--- config.mk ---
export PLATFORM = sky130hd
export DESIGN_NAME = tdm_mux_scan
export DESIGN_NICKNAME = d
export VERILOG_FILES = /design/src/rtl/tdm_mux_pkg.sv /design/src/rtl/mux_nto1.sv /design/src/rtl/tdm_mux_scan.sv
export SDC_FILE = /design/constraint.sdc
export NUM_CORES = 1
export LEC_CHECK = 0
export BUFFER_PORTS_ARGS = -buffer_cell sky130_fd_sc_hd__buf_4
export CORE_MARGIN = 2
export CORE_UTILIZATION = 40
export DETAILED_ROUTE_END_ITERATION = 10
export PLACE_DENSITY = 0.71
export SLEW_MARGIN = 20
export SYNTH_ARGS = -nofsm -noshare
export SYNTH_HDL_FRONTEND = slang
export SYNTH_SLANG_ARGS = --single-unit
export TNS_END_PERCENT = 30
--- constraint.sdc ---
create_clock -name clk -period 7.65 [get_ports clk]
set_input_delay 0.3825 -clock clk [delete_from_list [all_inputs] [get_ports clk]]
set_output_delay 0.3825 -clock clk [all_outputs]
set_load 0.05 [all_outputs]
--- src/rtl/tdm_mux_pkg.sv ---
// tdm_mux_scan shared types.
// Mode codes and the FSM state encoding.
package tdm_mux_pkg;

  localparam logic MODE_FIXED = 1'b0;
  localparam logic MODE_SCAN  = 1'b1;

  typedef enum logic [1:0] {
    IDLE,
    LOAD,
    HOLD
  } state_e;

endpackage

--- src/rtl/mux_nto1.sv ---
// Combinational N:1 selector over a packed bus.
// Out-of-range selects yield zero.
module mux_nto1 #(
  parameter  int WIDTH    = 8,
  parameter  int CHANNELS = 8,
  localparam int SEL_W    = $clog2(CHANNELS)
) (
  input  logic [CHANNELS*WIDTH-1:0] i_data,
  input  logic [SEL_W-1:0]          i_sel,
  output logic [WIDTH-1:0]          o_data
);

  // pick channel i_sel, zero when no channel matches
  always_comb begin
    o_data = '0;
    for (int k = 0; k < CHANNELS; k++) begin
      if (i_sel == SEL_W'(k)) begin
        o_data = i_data[k*WIDTH +: WIDTH];
      end
    end
  end

endmodule

--- src/rtl/tdm_mux_scan.sv ---
// Registered N-channel mux: fixed select or round-robin
// scan over enabled channels, valid/ready output.
module tdm_mux_scan
  import tdm_mux_pkg::*;
#(
  parameter  int WIDTH    = 8,
  parameter  int CHANNELS = 8,
  localparam int SEL_W    = $clog2(CHANNELS)
) (
  input  logic                      clk,
  input  logic                      rst,
  input  logic [CHANNELS*WIDTH-1:0] data_in,
  input  logic [CHANNELS-1:0]       chan_en,
  input  logic                      mode,
  input  logic [SEL_W-1:0]          sel_in,
  input  logic                      run,
  output logic [WIDTH-1:0]          out_data,
  output logic [SEL_W-1:0]          out_chan,
  output logic                      out_valid,
  input  logic                      out_ready,
  output logic                      sel_err
);

  // Rotate the enable mask so ptr sits at bit 0, then take
  // the lowest set bit; result is {hit, absolute index}.
  function automatic logic [SEL_W:0] find_next(
    input logic [CHANNELS-1:0] en,
    input logic [SEL_W-1:0]    p
  );
    logic [SEL_W:0] res;
    int             idx;
    res = '0;
    for (int i = CHANNELS - 1; i >= 0; i--) begin
      idx = int'(p) + i;
      if (idx >= CHANNELS) begin
        idx = idx - CHANNELS;
      end
      if (en[SEL_W'(idx)]) begin
        res = {1'b1, SEL_W'(idx)};
      end
    end
    return res;
  endfunction

  state_e           r_state;
  logic [SEL_W-1:0] r_ptr;
  logic [WIDTH-1:0] r_out_data;
  logic [SEL_W-1:0] r_out_chan;
  logic             r_out_valid;
  logic             r_sel_err;

  logic [SEL_W:0]   w_scan;
  logic             w_scan_hit;
  logic [SEL_W-1:0] w_scan_idx;
  logic [SEL_W-1:0] w_ptr_nxt;
  logic             w_sel_ok;
  logic [SEL_W-1:0] w_mux_sel;
  logic [WIDTH-1:0] w_mux_data;

  assign w_scan     = find_next(chan_en, r_ptr);
  assign w_scan_hit = w_scan[SEL_W];
  assign w_scan_idx = w_scan[SEL_W-1:0];

  assign w_ptr_nxt =
    (w_scan_idx == SEL_W'(CHANNELS - 1)) ?
    '0 : w_scan_idx + SEL_W'(1);

  assign w_sel_ok =
    ({1'b0, sel_in} < (SEL_W+1)'(CHANNELS));

  assign w_mux_sel =
    (mode == MODE_SCAN) ? w_scan_idx : sel_in;

  mux_nto1 #(
    .WIDTH    (WIDTH),
    .CHANNELS (CHANNELS)
  ) u_mux (
    .i_data (data_in),
    .i_sel  (w_mux_sel),
    .o_data (w_mux_data)
  );

  // Control FSM with registered sample, channel and flags.
  always_ff @(posedge clk) begin
    if (rst) begin
      r_state     <= IDLE;
      r_ptr       <= '0;
      r_out_data  <= '0;
      r_out_chan  <= '0;
      r_out_valid <= 1'b0;
      r_sel_err   <= 1'b0;
    end else begin
      r_sel_err <= 1'b0;
      unique case (r_state)
        IDLE: begin
          r_out_valid <= 1'b0;
          if (run) begin
            r_state <= LOAD;
          end
        end
        LOAD: begin
          if (mode == MODE_FIXED) begin
            if (w_sel_ok) begin
              r_out_data  <= w_mux_data;
              r_out_chan  <= sel_in;
              r_out_valid <= 1'b1;
              r_state     <= HOLD;
            end else begin
              r_out_data  <= '0;
              r_out_valid <= 1'b0;
              r_sel_err   <= 1'b1;
            end
          end else if (w_scan_hit) begin
            r_out_data  <= w_mux_data;
            r_out_chan  <= w_scan_idx;
            r_out_valid <= 1'b1;
            r_ptr       <= w_ptr_nxt;
            r_state     <= HOLD;
          end else begin
            r_out_valid <= 1'b0;
          end
        end
        HOLD: begin
          if (out_ready) begin
            r_out_valid <= 1'b0;
            r_state     <= run ? LOAD : IDLE;
          end
        end
        default: begin
          r_out_valid <= 1'b0;
          r_state     <= IDLE;
        end
      endcase
    end
  end

  assign out_data  = r_out_data;
  assign out_chan  = r_out_chan;
  assign out_valid = r_out_valid;
  assign sel_err   = r_sel_err;

endmodule
==> Word-level counts from Yosys, hierarchy flattened <==
Index checks and enable logic that the tools add are counted.
W data, S select, Z words.
{ "op_classes": {"add_sub_neg": 16, "n_lt_le_gt_ge": 16, "eq_ne": 14, "n_mux": 64, "reduce_logical": 5} }
{ "ops": {"columns": ["operator", "n"], "rows": [
  ["$mux W8", 10],
  ["$lt A3 B5 Y1 const B", 8],
  ["$mux W3", 12],
  ["$mux W4", 8],
  ["$ge A4 B4 Y1 const B", 7],
  ["$bmux W1 S3", 8],
  ["$sub A3 B1 Y3 const B", 8],
  ["$mux W1", 20],
  ["$add A3 B3 Y4 const B", 4],
  ["$eq A3 B3 Y1 const B", 5],
  ["$add A3 B2 Y4 const B", 2],
  ["$mux W2", 4],
  ["$eq A3 B2 Y1 const B", 2],
  ["$pmux W2 S3", 1],
  ["$reduce_and A3 Y1", 2],
  ["$add A3 B1 Y4 const B", 1],
  ["$ge A3 B4 Y1 const B", 1],
  ["$ne A2 B2 Y1 const B", 2],
  ["$add A3 B1 Y3 const B", 1],
  ["$eq A3 B1 Y1 const B", 1],
  ["$logic_not A3 Y1", 1],
  ["$ne A3 B3 Y1 const B", 1],
  ["$eq A2 B1 Y1 const B", 1],
  ["$eq A2 B2 Y1 const B", 1],
  ["other kinds (4)", 4]
]} }
{ "totals": {"reg_bits": 17, "in_bits": 80, "wordCells": 120} }

==> Logic depth before layout (Yosys ltp) <==
{ "depth": {"word_depth": 26, "depth_mapped": 16} }

==> Hierarchy <==
A second synthesis with hierarchy kept.
{ "unflattened": {"cells_unflattened": 192, "area_unflattened_um2": 2068.2} }
{ "by_module_without_submodules": {"columns": ["mod", "n_inst", "cells_per_inst", "area_each_um2", "seq_area_each_um2"], "rows": [
  ["tdm_mux_scan", 1, 163, 1517.7, 340.3],
  ["mux_nto1", 1, 29, 550.5, 0.0]
]} }

==> Worst setup path before layout <==
No wires, ideal clock.
{ "synth_timing": {"path_type": "reg-to-reg", "startpoint": "register r_ptr[1]", "endpoint": "register r_ptr[0]", "setup_ns": 0.071, "arrival_ns": 3.649, "setup_slack_ns": 3.930, "path_stages_with_launch": 16, "period_less_slack_ns": 3.720, "cell_sequence": "dfxtp_1 buf_6 inv_1 ha_1 buf_4 mux2i_1 mux4_2 nor2b_1 a221o_1 or2_1 clkbuf_1 a31o_2 ha_1 ha_1 or3_1 a21oi_1"} }
{ "synth_between": {"elab_chain_cells": 16, "word_cells_on_any_way": 67} }
{ "synth_lines": {"columns": ["item", "line", "source"], "rows": [
  ["start: declaration", "tdm_mux_scan.sv:46", "logic [SEL_W-1:0] r_ptr;"],
  ["start signal: assignment", "tdm_mux_scan.sv:117", "r_ptr <= w_ptr_nxt;"],
  ["$add A3 B3 Y4", "tdm_mux_scan.sv:34", "idx = int'(p) + i;"],
  ["$ge A4 B4 Y1 / $sub A3 B1 Y3 (equally long branches)", "tdm_mux_scan.sv:35, tdm_mux_scan.sv:36", null],
  ["$mux W3", "tdm_mux_scan.sv:35", "if (idx >= CHANNELS) begin"],
  ["$bmux W1 S3", "tdm_mux_scan.sv:38", "if (en[SEL_W'(idx)]) begin"],
  ["$mux W1 (implied by the code) (2 in series)", "tdm_mux_scan.sv:38", null],
  ["$mux W4 (7 in series)", "tdm_mux_scan.sv:38", null],
  ["$mux W4 (*)", "tdm_mux_scan.sv:38", null],
  ["$add A3 B1 Y3 / $eq A3 B3 Y1 (equally long branches)", "tdm_mux_scan.sv:66, tdm_mux_scan.sv:65", null],
  ["$mux W3", "tdm_mux_scan.sv:65", "(w_scan_idx == SEL_W'(CHANNELS - 1)) ?"]
]} }
Every way passes the cells marked *; elsewhere a longest branch is shown, timed or not. The select of a mux whose other input is x is not followed.
A chain may end at the register's enable or synchronous reset.

==> Final worst setup path <==
{ "layout_timing": {"startpoint": "register r_ptr[0]", "endpoint": "register r_out_data[6] (netlist: out_data[6])"} }
{ "layout_between": {"elab_chain_cells": 26, "word_cells_on_any_way": 84} }
{ "layout_lines": {"columns": ["item", "line", "source"], "rows": [
  ["$add A3 B3 Y4", "tdm_mux_scan.sv:34", null],
  ["$ge A4 B4 Y1 / $sub A3 B1 Y3 (equally long branches)", "tdm_mux_scan.sv:35, tdm_mux_scan.sv:36", null],
  ["$mux W3", "tdm_mux_scan.sv:35", null],
  ["$bmux W1 S3", "tdm_mux_scan.sv:38", null],
  ["$mux W1 (implied by the code) (2 in series)", "tdm_mux_scan.sv:38", null],
  ["$mux W4 (7 in series)", "tdm_mux_scan.sv:38", null],
  ["$mux W4 (*)", "tdm_mux_scan.sv:38", null],
  ["$mux W3", "tdm_mux_scan.sv:72", "(mode == MODE_SCAN) ? w_scan_idx : sel_in;"],
  ["$logic_not A3 Y1", "mux_nto1.sv:17", "if (i_sel == SEL_W'(k)) begin"],
  ["$mux W8 (8 in series)", "mux_nto1.sv:17", null],
  ["$mux W8", "tdm_mux_scan.sv:113", "end else if (w_scan_hit) begin"],
  ["$mux W8", "tdm_mux_scan.sv:102", "if (mode == MODE_FIXED) begin"],
  ["end signal: assignment", "tdm_mux_scan.sv:104", "r_out_data <= w_mux_data;"],
  ["end signal: assignment", "tdm_mux_scan.sv:114", "r_out_data <= w_mux_data;"],
  ["end: declaration", "tdm_mux_scan.sv:47", "logic [WIDTH-1:0] r_out_data;"]
]} }
Marked as above.

==> impl_metrics.py <==
metrics = {
    "yosys": {
        "synth-seq-cells": 17,
        "seq_area_frac_synth_pct": 12.6,
        "synth_nets": 413,
        "synth_top_cell_by_area": "mux2i_1",
        "synth_area_leaders": "mux2i_1 14%, dfxtp_1 13%, mux4_2 12%",
        "ys.flop_type": "dfxtp_1",
        "syn_area_um2": 2700,
        "syn_inst": 329,
        "ys_warn_count": 0,
        "yosysMostFrequentCell": "mux2i_1",
        "avgSynthCellArea_um2": 8.21,
        "ys_types": 56,
        "synth.top_cells.by_count": "37 x mux2i_1, 32 x nor2_1, 20 x nand2_1",
        "synth-async-reset-ratio_pct": 0,
        "yosysTopAreaCellShare_pct": 13.7,
        "synth_edf_count": 0,
    },
    "die": {
        "die_area_um2": 7430,
        "die_x_um": 86.2,
        "core_um2": 6460,
        "ios": 93,
        "die_h_um": 86.2,
        "start_util_pct": 41.8,
        "rows": 29,
    },
    "detailed_routing": {
        "wl_per_cell_um": 17.8,
        "drtIter0Drc": 208,
        "drc": 0,
        "vias": 2986,
        "wirelength_um": 8460,
        "vias_per_cell": 6.29,
        "ant_nets": 0,
        "drtPass1Iterations": 5,
    },
    "clocking": {
        "clk_pin_slew_ns": 0.07,
        "cts_tree": "done",
        "cts_hold_buf": 0,
        "htreeDepth": 1,
        "cts_buffers": 3,
        "post_cts_resized": 0,
        "root_buffer": "clkbuf_8",
        "cts.path.max_buffers": 2,
        "clk_latency_ns": 0.26,
        "numClockSinks": 17,
        "cts_setup_buffers": 0,
    },
    "grt": {
        "antenna_found_initial": 0,
        "grt_max_degree": 32,
        "first_global_vias": 2757,
        "grt_usage_pct": 22.3,
        "grt_overflow": 0,
        "grt_pass1_wl_um": 13600,
    },
    "placement": {
        "dp_cells": 471,
        "hpwl_um": 6430,
        "port_buffers": 91,
        "place.gp.congestion": 0.921,
        "dpl_worst_slack_ns": 2.07,
    },
    "sta": {
        "min_period_ns": 5.59,
        "fmax_ghz": 0.179,
        "drv_slew": 0,
        "relSlewSlack_pct": 28.8,
        "rsz0062_at_grt": "false",
        "timing_hold_violations_final": 0,
        "fin_setup_tns_ns": 0,
        "clock_skew_ns": 0.00414,
        "worst_pin_slew_ns": 1.07,
        "layout_setup_ws_ns": 2.06,
        "post-route-period-util_pct": 73.1,
        "whs_ns": 0.406,
        "finalSetupViolCount": 0,
    },
    "finish": {
        "drive_gt1_share_pct": 31.2,
        "area_delta_synth_final_pct": 25.5,
        "nets": 483,
        "final_util_pct": 52.5,
        "stdcell_count": 475,
        "diodes": 0,
    },
    "power": {
        "ir_worst_vdd_v": 0.0000764,
        "pwr-share-comb_pct": 60.0,
        "switching_power_mw": 0.181,
        "seqPwrFrac_pct": 24.2,
        "p_int_mw": 0.247,
        "p_leak_nw": 1.41,
        "p_per_area_nw_per_um2": 126,
        "clkPwrFrac_pct": 15.8,
        "switching_share_pct": 42.3,
    },
    "critical_path": {
        "cp_max_fo": 26,
        "r2r-start": "r_ptr[0]",
        "crit_path_max_incr_delay_ns": 0.94,
        "worstSetupPathType": "flip-flop to flip-flop",
        "endpoint_kind": "flip-flop",
        "arrival_ns": 5.74,
        "crit_start": "r_ptr[0]",
        "r2r-end": "out_data[6]",
        "required_ns": 7.79,
        "r2r_cells": 11,
        "start_kind": "flip-flop",
        "r2r_slack_ns": 2.06,
        "crit_path_end": "out_data[6]",
        "critPathSlowestCell": "dfxtp_1",
        "crit_chain": "inv_4 > ha_1 > mux2i_1 > mux4_2 > a311oi_1 > o31a_1 > or2_1 > a21o_1 > nand2_1 > or3_1 > o221a_1",
    },
    "run_status": {
        "status": "completed",
    },
    "job": {
        "maxCapViolations": 0,
    },
    "worst_hold_path": {
        "hp-class": "input port to flip-flop",
    },
}
## registers in the layout, summed over array words and instances, names as in the netlist
name and cells:
out_data 8, out_chan 3, out_valid 1, r_state 2, r_ptr 3
## worst max-delay path: cells and delay by family, from the launching register on
| family | cells | cell delay (ns) |
|---|---|---|
| mux | 2 | 0.72 |
| simple gates | 3 | 1.05 |
| flops | 1 | 0.94 |
| buf+inv | 1 | 0.19 |
| compound gates | 4 | 1.78 |
| fa+ha+maj | 1 | 0.78 |
## layout by cell type (no fill, tap or decap), types with 7 or more instances in the layout
cell type,netlist,routed
a211oi_1,9,9
mux2i_1,37,37
dfxtp_1,17,17
nor2_1,32,32
o221a_1,7,7
inv_1,11,11
nand3_1,13,13
and3_1,10,10
mux4_2,14,14
o221ai_1,7,7
buf_4,4,92
o21ai_0,13,13
a21oi_1,14,14
a2111oi_0,14,14
nand2_1,20,20
o211ai_1,11,11
## worst min path at each step
stage                start          end  slack [ns]  depth (start not counted)
3_3_place_gp     out_valid    out_valid        0.47                          1
4_1_cts        data_in[56]  out_data[0]        0.40                          2
3_5_place_dp   out_chan[1]  out_chan[1]        0.46                          2
2_1_floorplan   r_state[0]   r_state[1]        0.51                          2
6_report       data_in[56]  out_data[0]        0.41                          2
5_1_grt        data_in[56]  out_data[0]        0.40                          2
## routing by layer
layer	share of wire (%)	global-route usage, %	routed length, um
met1	42	31.0	3540
met2	50	37.6	4200
met3	7.1	2.95	603
met4	1.3	4.12	107
met5	0	0	0
## power groups by stage
stage	Clock [mW]	Sequential, mW	Combinational (mW)
2_1_floorplan	0	0.114	0.172
3_3_place_gp	0	0.105	0.250
3_5_place_dp	0	0.106	0.253
4_1_cts	0.0684	0.104	0.254
5_1_grt	0.0736	0.105	0.280
6_report	0.0675	0.104	0.256
## cells by family (layout without fill, tap and decap cells)
group / Yosys count / after routing / share of synthesized area, %
simple gates: 100 / 100 / 17.7
compound gates: 105 / 105 / 29.7
flops: 17 / 17 / 12.6
other cells: 1 / 1 / 0.139
fa+ha+maj: 4 / 4 / 1.85
mux: 59 / 59 / 29.4
xor+xnor: 4 / 4 / 1.30
buf+inv: 39 / 108 / 7.31
## through the flow
| stage | total power, mW | instance area, um2 |
|---|---|---|
| 2_1_floorplan | 0.286 | 2700 |
| 3_3_place_gp | 0.355 | 3350 |
| 3_5_place_dp | 0.359 | 3350 |
| 4_1_cts | 0.426 | 3390 |
| 5_1_grt | 0.459 | 3390 |
| 6_report | 0.428 | 3390 |
## final cells by class
| cell class | instances | area (um2) |
|---|---|---|
| clock buffer | 3 | 41.3 |
| clock inverter | 1 | 5.00 |
| fill | 612 | 3070 |
| inverter | 12 | 47.5 |
| multi-input combinational | 273 | 2170 |
| sequential | 17 | 340 |
| tap | 77 | 96.3 |
| timing repair buffer | 92 | 691 |
(Power assumes the default switching activity.)
